### src/rtl/bmult_arb_pkg.sv
// bmult_arb_pkg: shared types and helpers for the Bmult share arbiter
`timescale 1ns/1ps
package bmult_arb_pkg;
   typedef enum logic [1:0] {IDLE, RUN, DRAIN} arb_state_t;
   localparam int STAT_W = 16;
   function automatic int id_w(input int n);
      return (n <= 2) ? 1 : $clog2(n);
   endfunction
endpackage

### src/rtl/rr_pick.sv
// rr_pick: one-hot round-robin pick of the first request strictly above ptr, wrapping to the lowest
`timescale 1ns/1ps
module rr_pick
   import bmult_arb_pkg::*;
#(
   parameter int N  = 4,
   parameter int IW = id_w(N)
)(
   input  logic [N-1:0]  req,
   input  logic [IW-1:0] ptr,
   output logic [N-1:0]  gnt
);
   logic [N-1:0] above, hi, cand;
   // mask of positions strictly above the pointer
   always_comb begin
      above = '0;
      for (int k = 0; k < N; k++) above[k] = k > int'(ptr);
   end
   assign hi   = req & above;
   assign cand = (|hi) ? hi : req;
   assign gnt  = cand & (~cand + N'(1));
endmodule

### src/rtl/bmult_share_arbiter.sv
// bmult_share_arbiter: round-robin sharing of one pipelined multiplier; BMULT_ARB_STATS_EN adds grant counters
`timescale 1ns/1ps
module bmult_share_arbiter
   import bmult_arb_pkg::*;
#(
   parameter int N_REQ    = 4,
   parameter int W        = 10,
   parameter int MULT_LAT = 1,
   localparam int IW      = id_w(N_REQ)
)(
   input  logic               clk,
   input  logic               rst,
   input  logic               en,
   input  logic [N_REQ-1:0]   req_valid,
   output logic [N_REQ-1:0]   req_ready,
   input  logic [N_REQ*W-1:0] req_a,
   input  logic [N_REQ*W-1:0] req_b,
   output logic [W-1:0]       mult_a,
   output logic [W-1:0]       mult_b,
   input  logic [2*W-1:0]     mult_p,
   output logic               resp_valid,
   output logic [IW-1:0]      resp_id,
   output logic [2*W-1:0]     resp_p,
   output logic               idle
`ifdef BMULT_ARB_STATS_EN
   ,
   output logic [N_REQ*STAT_W-1:0] grant_cnt
`endif
);
   arb_state_t        state_q, state_d;
   logic [IW-1:0]     ptr_q, ptr_d, win;
   logic [IW-1:0]     tid_q [MULT_LAT+1];
   logic [MULT_LAT:0] tv_q;
   logic [N_REQ-1:0]  gnt;
   logic [W-1:0]      a_q, a_d, b_q, b_d, a_sel, b_sel;
   logic              hs, pend;

   rr_pick #(.N(N_REQ), .IW(IW)) u_pick (.req(req_valid), .ptr(ptr_q), .gnt(gnt));

   assign req_ready = (state_q == RUN && en) ? gnt : '0;
   assign hs        = |req_ready;
   // anything still to arrive besides the stage currently being presented
   assign pend      = |(tv_q << 1);

   // encode the winner and select its operands
   always_comb begin
      win   = '0;
      a_sel = '0;
      b_sel = '0;
      for (int k = 0; k < N_REQ; k++) if (gnt[k]) begin
         win   = IW'(k);
         a_sel = req_a[k*W +: W];
         b_sel = req_b[k*W +: W];
      end
   end

   // next state, pointer and operand registers
   always_comb begin
      state_d = (state_q == IDLE && en)    ? RUN   :
                (state_q == RUN && !en)    ? DRAIN :
                (state_q == DRAIN && !pend) ? IDLE : state_q;
      ptr_d   = hs ? win : ptr_q;
      a_d     = hs ? a_sel : a_q;
      b_d     = hs ? b_sel : b_q;
   end

   // control and operand state
   always_ff @(posedge clk or posedge rst) begin
      if (rst) begin
         state_q <= IDLE;
         ptr_q   <= IW'(N_REQ-1);
         a_q     <= '0;
         b_q     <= '0;
      end else begin
         state_q <= state_d;
         ptr_q   <= ptr_d;
         a_q     <= a_d;
         b_q     <= b_d;
      end
   end

   // id tag pipe aligned with the multiplier latency
   always_ff @(posedge clk or posedge rst) begin
      if (rst) begin
         tv_q <= '0;
         for (int k = 0; k <= MULT_LAT; k++) tid_q[k] <= '0;
      end else begin
         tv_q[0]  <= hs;
         tid_q[0] <= win;
         for (int k = 1; k <= MULT_LAT; k++) begin
            tv_q[k]  <= tv_q[k-1];
            tid_q[k] <= tid_q[k-1];
         end
      end
   end

   assign mult_a     = a_q;
   assign mult_b     = b_q;
   assign resp_valid = tv_q[MULT_LAT];
   assign resp_id    = tid_q[MULT_LAT];
   assign resp_p     = mult_p;
   assign idle       = state_q == IDLE && !(|tv_q);

`ifdef BMULT_ARB_STATS_EN
   logic [STAT_W-1:0] cnt_q [N_REQ];
   // saturating per-requester handshake counters
   always_ff @(posedge clk or posedge rst) begin
      if (rst) begin
         for (int k = 0; k < N_REQ; k++) cnt_q[k] <= '0;
      end else begin
         for (int k = 0; k < N_REQ; k++) if (req_ready[k] && cnt_q[k] != '1) cnt_q[k] <= cnt_q[k] + 1'b1;
      end
   end
   for (genvar g = 0; g < N_REQ; g++) begin : g_cnt
      assign grant_cnt[g*STAT_W +: STAT_W] = cnt_q[g];
   end
`endif
endmodule
### config.mk
export PLATFORM = sky130hd
export DESIGN_NAME = bmult_share_arbiter
export DESIGN_NICKNAME = d
export VERILOG_FILES = /design/src/rtl/bmult_arb_pkg.sv /design/src/rtl/rr_pick.sv /design/src/rtl/bmult_share_arbiter.sv
export SDC_FILE = /design/constraint.sdc
export NUM_CORES = 1
export LEC_CHECK = 0
export CAP_MARGIN = 20
export CORE_UTILIZATION = 35
export DETAILED_ROUTE_END_ITERATION = 7
export PLACE_DENSITY = 0.82
export SYNTH_ARGS = -nofsm -noshare
export SYNTH_HDL_FRONTEND = slang
export SYNTH_HIERARCHICAL = 1
export SYNTH_SLANG_ARGS = --single-unit
export TNS_END_PERCENT = 5
### constraint.sdc
create_clock -name clk -period 2.88 [get_ports clk]
set_clock_uncertainty 0.15 [all_clocks]
set_input_delay 0.432 -clock clk [delete_from_list [all_inputs] [get_ports clk]]
set_output_delay 0.432 -clock clk [all_outputs]
set_load 0.01 [all_outputs]
==> flow_metrics.py, run 1 <==
metrics = {
    "floorplan": {
        "die-height_um": 79.3,
        "die_w_um": 79.3,
        "io_pins": 155,
        "coreArea_um2": 5640,
        "rows": 27,
        "start_util_pct": 37.1,
        "dieArea_um2": 6290,
    },
    "layout": {
        "antenna_cells": 0,
        "fillerInstances": 502,
        "final_util_pct": 57.4,
        "drive_gt1_share_pct": 8.24,
        "ff_latch_area_um2": 753,
        "fin_cells": 412,
        "finalNetCount": 446,
        "multi_input_area_um2": 957,
        "design_area_um2": 3240,
        "syn_to_final_growth_pct": 54.8,
    },
    "placement": {
        "pre_cts_ws_ns": 0.102,
        "port_buffers": 114,
        "place_area_um2": 3130,
        "routabilityCongestion": 0.844,
        "placedCellCount": 404,
        "hpwl_um": 4950,
    },
    "synthesis": {
        "synthTopCellsByCount": "44 x a21oi_1, 28 x dfrtp_1, 25 x inv_1",
        "yosys.area.top_type_share_pct": 33.5,
        "ys_seq_area_share_pct": 36.0,
        "synthMuxAreaShare_pct": 1.26,
        "ys_warn_count": 6,
        "synth_nets": 359,
        "synth_edf_count": 0,
        "synth.distinct_cells": 27,
        "synthFlopType": "dfrtp_1",
        "synth_cells": 252,
        "syn-cell-area_um2": 2090,
        "synth.top_cells.by_area": "dfrtp_1 33%, a21oi_1 11%, a221o_1 9.6%",
        "synth_top_family_by_area": "compound AO/OA/AOI/OAI gates",
        "synthSimpleGateAreaFrac_pct": 14.3,
        "post-synth-top-count-cell": "a21oi_1",
        "synth_compound_area_share_pct": 30.1,
        "synth-seq-cells": 30,
        "yosysTopAreaCell": "dfrtp_1",
        "syn_avg_cell_area_um2": 8.31,
        "synth_fa_ha_area_share_pct": 0,
        "post_synth_xor_area_fraction_pct": 0,
        "async_flop_share_pct": 100,
    },
    "drt": {
        "drt_iter0_markers": 119,
        "ant_nets": 0,
        "wl_per_cell_um": 15.7,
        "dr.pass1.iters": 4,
        "avgViaCountPerCell": 5.32,
        "dr_total_vias": 2193,
        "drt_wl_total_um": 6470,
        "drc": 0,
    },
    "global_route": {
        "first_global_vias": 2077,
        "grt_max_degree": 31,
        "grt_overflow": 0,
        "grtUsageTotal_pct": 20.7,
        "grt_pass1_wl_um": 9950,
        "antenna_found_initial": 0,
    },
    "clock_tree": {
        "cts_hold_buf": 0,
        "ctsResizeCount": 0,
        "htreeDepth": 2,
        "clock_latency_ns": 0.28,
        "cts_tree": "done",
        "cts_max_path_buffers": 2,
        "numCtsBuffers": 5,
        "cts_setup_buffers": 0,
        "clock-sinks": 30,
        "root_buffer": "clkbuf_8",
        "path_clk_slew_ns": 0.06,
    },
    "flow_run": {
        "max_cap_violations": 0,
    },
    "power": {
        "power_leakage_nw": 1.33,
        "peakVddDrop_mv": 0.389,
        "p_per_area_nw_per_um2": 832,
        "p_total_mw": 2.70,
    },
    "critical_path": {
        "cp.arrival_ns": 2.12,
        "end_kind": "primary output",
        "critPathTopFamily": "buffers and inverters",
        "path_class": "primary input to primary output",
        "crit_slowest_cell": "clkdlybuf4s50_1",
        "worst_ep_required_time_ns": 2.30,
        "worstPathCellList": "clkdlybuf4s50_1, nor2_1, o311a_1, and2_1, clkdlybuf4s50_1",
        "critical_path.max_stage_delay_ns": 0.55,
        "cp.buffers_inverters": 2,
        "cp-start-kind": "primary input",
        "crit_path_frequent_cell": "clkdlybuf4s50_1",
        "crit_fanout": 5,
    },
    "sta": {
        "min_period_over_period_pct": 93.9,
        "whs_ns": 0.206,
        "finalCriticalPeriod_ns": 2.71,
        "worstMarginPinSlew_ns": 0.362,
        "fin_ws_ns": 0.175,
        "setup_viol": 0,
        "timing.fmax_mhz": 370,
        "rsz0062_at_grt": "false",
        "hold_violations": 0,
        "fin_tns_setup_ns": 0,
        "final_max_slew_viol_count": 0,
        "maxSlewHeadroom_pct": 75.8,
    },
    "run_status": {
        "outcome": "finished, final reports clean",
    },
    "min_path": {
        "hp-class": "register to register",
    },
}
[path summary, 6_finish.rpt]
check | slack (ns) | endpoint | cells after the start | from
min in group asynchronous | 0.36 | state_q[1] | 3 | rst
hold reg to reg | 0.21 | resp_id[0] | 0 | tid_q[2]
max in group asynchronous | 1.91 | ptr_q[1] | 3 | rst
setup / recovery | 0.17 | req_ready[1] | 5 | req_valid[3]
hold / removal | 0.21 | resp_id[0] | 0 | tid_q[2]
setup reg to reg | 0.49 | mult_a[9] | 6 | ptr_q[1]
[sequential cells by signal, indices dropped and copies added, names as in the netlist]
signal,count
mult_a,10
mult_b,10
ptr_q,2
resp_id,2
state_q,2
tid_q,2
tv_q,2
[area by class of cell]
cell class / instances / share of cell area, %
clock buffer: 8 / 3.40
inverter: 26 / 3.01
multi-input combinational: 150 / 29.5
sequential: 30 / 23.3
tap: 72 / 2.78
timing repair buffer: 126 / 38.0
[report_power, final]
part	internal (mW)	switching [mW]
Combinational	0.799	0.716
Sequential	0.642	0.145
Clock	0.241	0.153
[routing by layer]
metal  up-vias  wire length [µm]  global-route usage, %
met5         -                 0                      0
met4         0               274                   10.2
met3        29               436                   5.40
met2        99              3000                   32.7
met1      1008              2760                   26.2
li1       1057                 -                      -
[cells in the final DEF, fill, tap and decap left out, types with 5 or more instances in the layout]
| master | instances |
|---|---|
| a31oi_1 | 20 |
| clkdlybuf4s50_1 | 114 |
| a21oi_1 | 44 |
| inv_1 | 25 |
| nand3b_1 | 20 |
| and2_1 | 5 |
| o21ai_0 | 5 |
| dfrtp_1 | 28 |
| a221o_1 | 20 |
| nand2_1 | 21 |
| buf_4 | 12 |
| clkbuf_8 | 8 |
[cell families after synthesis]
kind of cell / Yosys count
buffers and inverters: 72
and+or+nand+nor: 52
muxes: 2
DFF: 30
AOI/OAI and AO/OA: 96
Note: power is estimated with default switching activity, not from simulation.
==> run 2: changes to the inputs <==
- ABC_AREA: default -> 1
- CORE_UTILIZATION: 35 -> 36
==> run 2 against run 1 <==
Power is 59% lower; first-iteration DRC count fell by 0.84%; sequential power is 46% lower; critical path depth grew 3; non-clock buffer count is 1 lower; combinational power fell by 83%; synthesized cell count is 51% higher; routed wire length rose by 7.8%.
==> flow_metrics.py, run 2 <==
metrics = {
    "critical_path": {
        "critical_path.max_stage_delay_ns": 0.56,
        "cp-start-kind": "primary input",
        "crit_fanout": 2,
        "path_class": "primary input to primary output",
        "endpoint": "req_ready[3]",
        "end_kind": "primary output",
        "rr_startpoint": "ptr_q[0]",
        "crit_slowest_cell": "clkdlybuf4s50_1",
        "worst_ep_required_time_ns": 2.30,
        "cp.arrival_ns": 2.20,
        "crit_path_start": "req_valid[2]",
        "worstPathCellList": "clkdlybuf4s50_1, nand2_2, nand4_1, nand3_1, nor2_1, inv_1, nor2_1, clkdlybuf4s50_1",
        "rr_worst_depth": 12,
        "reg2reg_to": "mult_a[7]",
        "r2r_slack_ns": 0.30,
    },
    "clock_tree": {
        "clock-sinks": 30,
        "path_clk_slew_ns": 0.06,
        "ctsResizeCount": 1,
        "clock_latency_ns": 0.28,
        "cts_max_path_buffers": 2,
        "numCtsBuffers": 5,
        "cts_tree": "done",
        "cts_hold_buf": 0,
        "cts_setup_buffers": 0,
        "root_buffer": "clkbuf_8",
        "htreeDepth": 2,
    },
    "drt": {
        "dr.pass1.iters": 4,
        "dr_total_vias": 2578,
        "drt_wl_total_um": 6970,
        "wl_per_cell_um": 12.8,
        "ant_nets": 0,
        "avgViaCountPerCell": 4.72,
        "drt_iter0_markers": 118,
        "drc": 0,
    },
    "layout": {
        "fin_cells": 546,
        "antenna_cells": 0,
        "drive_gt1_share_pct": 6.79,
        "layout_common_cells": "191 x nand2_1, 113 x clkdlybuf4s50_1, 31 x inv_1, 28 x dfrtp_1, 26 x nor2_1",
        "finalNetCount": 577,
        "design_area_um2": 3450,
        "syn_to_final_growth_pct": 51.6,
        "final_common_cell": "nand2_1",
    },
    "power": {
        "p_int_mw": 0.825,
        "peakVddDrop_mv": 0.303,
        "seqPwrFrac_pct": 38.9,
        "switchingPower_mw": 0.272,
        "clkPwrFrac_pct": 37.5,
        "p_comb_share_pct": 23.6,
        "p_per_area_nw_per_um2": 318,
        "swShare_pct": 24.8,
        "p_total_mw": 1.10,
        "power_leakage_nw": 1.87,
    },
    "placement": {
        "pre_cts_ws_ns": -0.0174,
        "place_area_um2": 3330,
        "routabilityCongestion": 0.898,
        "placedCellCount": 538,
        "hpwl_um": 5430,
        "port_buffers": 114,
    },
    "sta": {
        "finalCriticalPeriod_ns": 2.78,
        "min_period_over_period_pct": 96.6,
        "maxSlewHeadroom_pct": 68.9,
        "final_max_slew_viol_count": 0,
        "whs_ns": 0.199,
        "setup_viol": 0,
        "timing.fmax_mhz": 359,
        "worstMarginPinSlew_ns": 0.465,
        "hold_violations": 0,
        "fin_ws_ns": 0.0975,
    },
    "floorplan": {
        "start_util_pct": 37.9,
        "die-height_um": 81.5,
        "coreArea_um2": 5990,
        "rows": 28,
        "dieArea_um2": 6640,
        "die_w_um": 81.5,
        "io_pins": 155,
    },
    "synthesis": {
        "synth.distinct_cells": 21,
        "synthTopCellsByCount": "191 x nand2_1, 31 x inv_1, 28 x dfrtp_1",
        "synth_edf_count": 0,
        "post-synth-top-count-cell": "nand2_1",
        "synth.top_cells.by_area": "nand2_1 32%, dfrtp_1 31%, buf_4 7.9%",
        "synth_cells": 381,
        "synth-seq-cells": 30,
        "yosysTopAreaCell": "nand2_1",
        "yosys.area.top_type_share_pct": 31.5,
        "synth_nets": 488,
        "ys_seq_area_share_pct": 33.1,
        "async_flop_share_pct": 100,
        "syn_avg_cell_area_um2": 5.97,
        "ys_warn_count": 6,
        "syn-cell-area_um2": 2270,
        "synthFlopType": "dfrtp_1",
    },
    "min_path": {
        "hold_depth": 0,
        "hp-class": "register to register",
    },
    "flow_run": {
        "max_cap_violations": 0,
    },
    "global_route": {
        "grt_pass1_wl_um": 10800,
        "grtUsageTotal_pct": 21.8,
        "antenna_found_initial": 0,
        "grt_overflow": 0,
        "grt_max_degree": 42,
        "first_global_vias": 2359,
    },
    "run_status": {
        "outcome": "finished, final reports clean",
    },
}
-- run 2: changes by cell type after synthesis, moves of 20 or more --
| cell | delta |
|---|---|
| nand2_1 | +170 |
| nor2_1 | +25 |
| a21oi_1 | -23 |
| nand3_1 | +23 |
| a221o_1 | -20 |
| a31oi_1 | -20 |
| nand3b_1 | -20 |
-- run 2: per-stage QoR --
step	TNS [ns]	utilization [%]
after floorplan	0	-
after global placement	0	55.6
after detailed placement	-0.0174	55.6
after CTS	0	57.4
after global routing	-0.00350	57.5
final	0	57.5
-- run 2: kinds of logic (layout without fill, tap and decap cells) --
kind of cell	after synthesis	after routing	share of synthesized area (%)
AOI/OAI and AO/OA	26	26	6.33
and+or+nand+nor	248	248	43.4
DFF	30	30	33.1
buffers and inverters	77	167	17.1
-- run 2: routing by layer --
layer  track usage, %  routed length [µm]  vias up
li1                 -                   -     1301
met3             5.56                 564       23
met5                0                   0        -
met2             37.8                3320      133
met4             9.64                 227        0
met1             25.3                2870     1121
-- run 2: final cells by class --
type                       instances  area [µm²]
clock inverter                     3        40.0
inverter                          34         128
tap                               75        93.8
fill                             562        2540
timing repair buffer             125        1230
sequential                        30         753
multi-input combinational        274        1140
clock buffer                       5        68.8
-- run 2: power groups by stage --
stage | clock, mW | sequential [mW] | combinational [mW]
after floorplan | 0 | 0.435 | 0.134
after global placement | 0 | 0.435 | 0.255
after detailed placement | 0 | 0.435 | 0.258
after CTS | 0.423 | 0.427 | 0.259
after global routing | 0.444 | 0.427 | 0.285
final | 0.411 | 0.427 | 0.259
-- run 2: worst min path at each step --
stage | start | end | slack, ns
after CTS | tid_q[3] | resp_id[1] | 0.20
after global routing | tid_q[3] | resp_id[1] | 0.21
after global placement | tid_q[2] | resp_id[0] | 0.19
after floorplan | tid_q[2] | resp_id[0] | 0.18
after detailed placement | tid_q[3] | resp_id[1] | 0.19
final | tid_q[3] | resp_id[1] | 0.20
-- run 2: worst max-delay path: cells and delay by family --
kind | cells | cell delay, ns
buffers and inverters | 3 | 1.17
AND/OR/NAND/NOR | 5 | 0.60
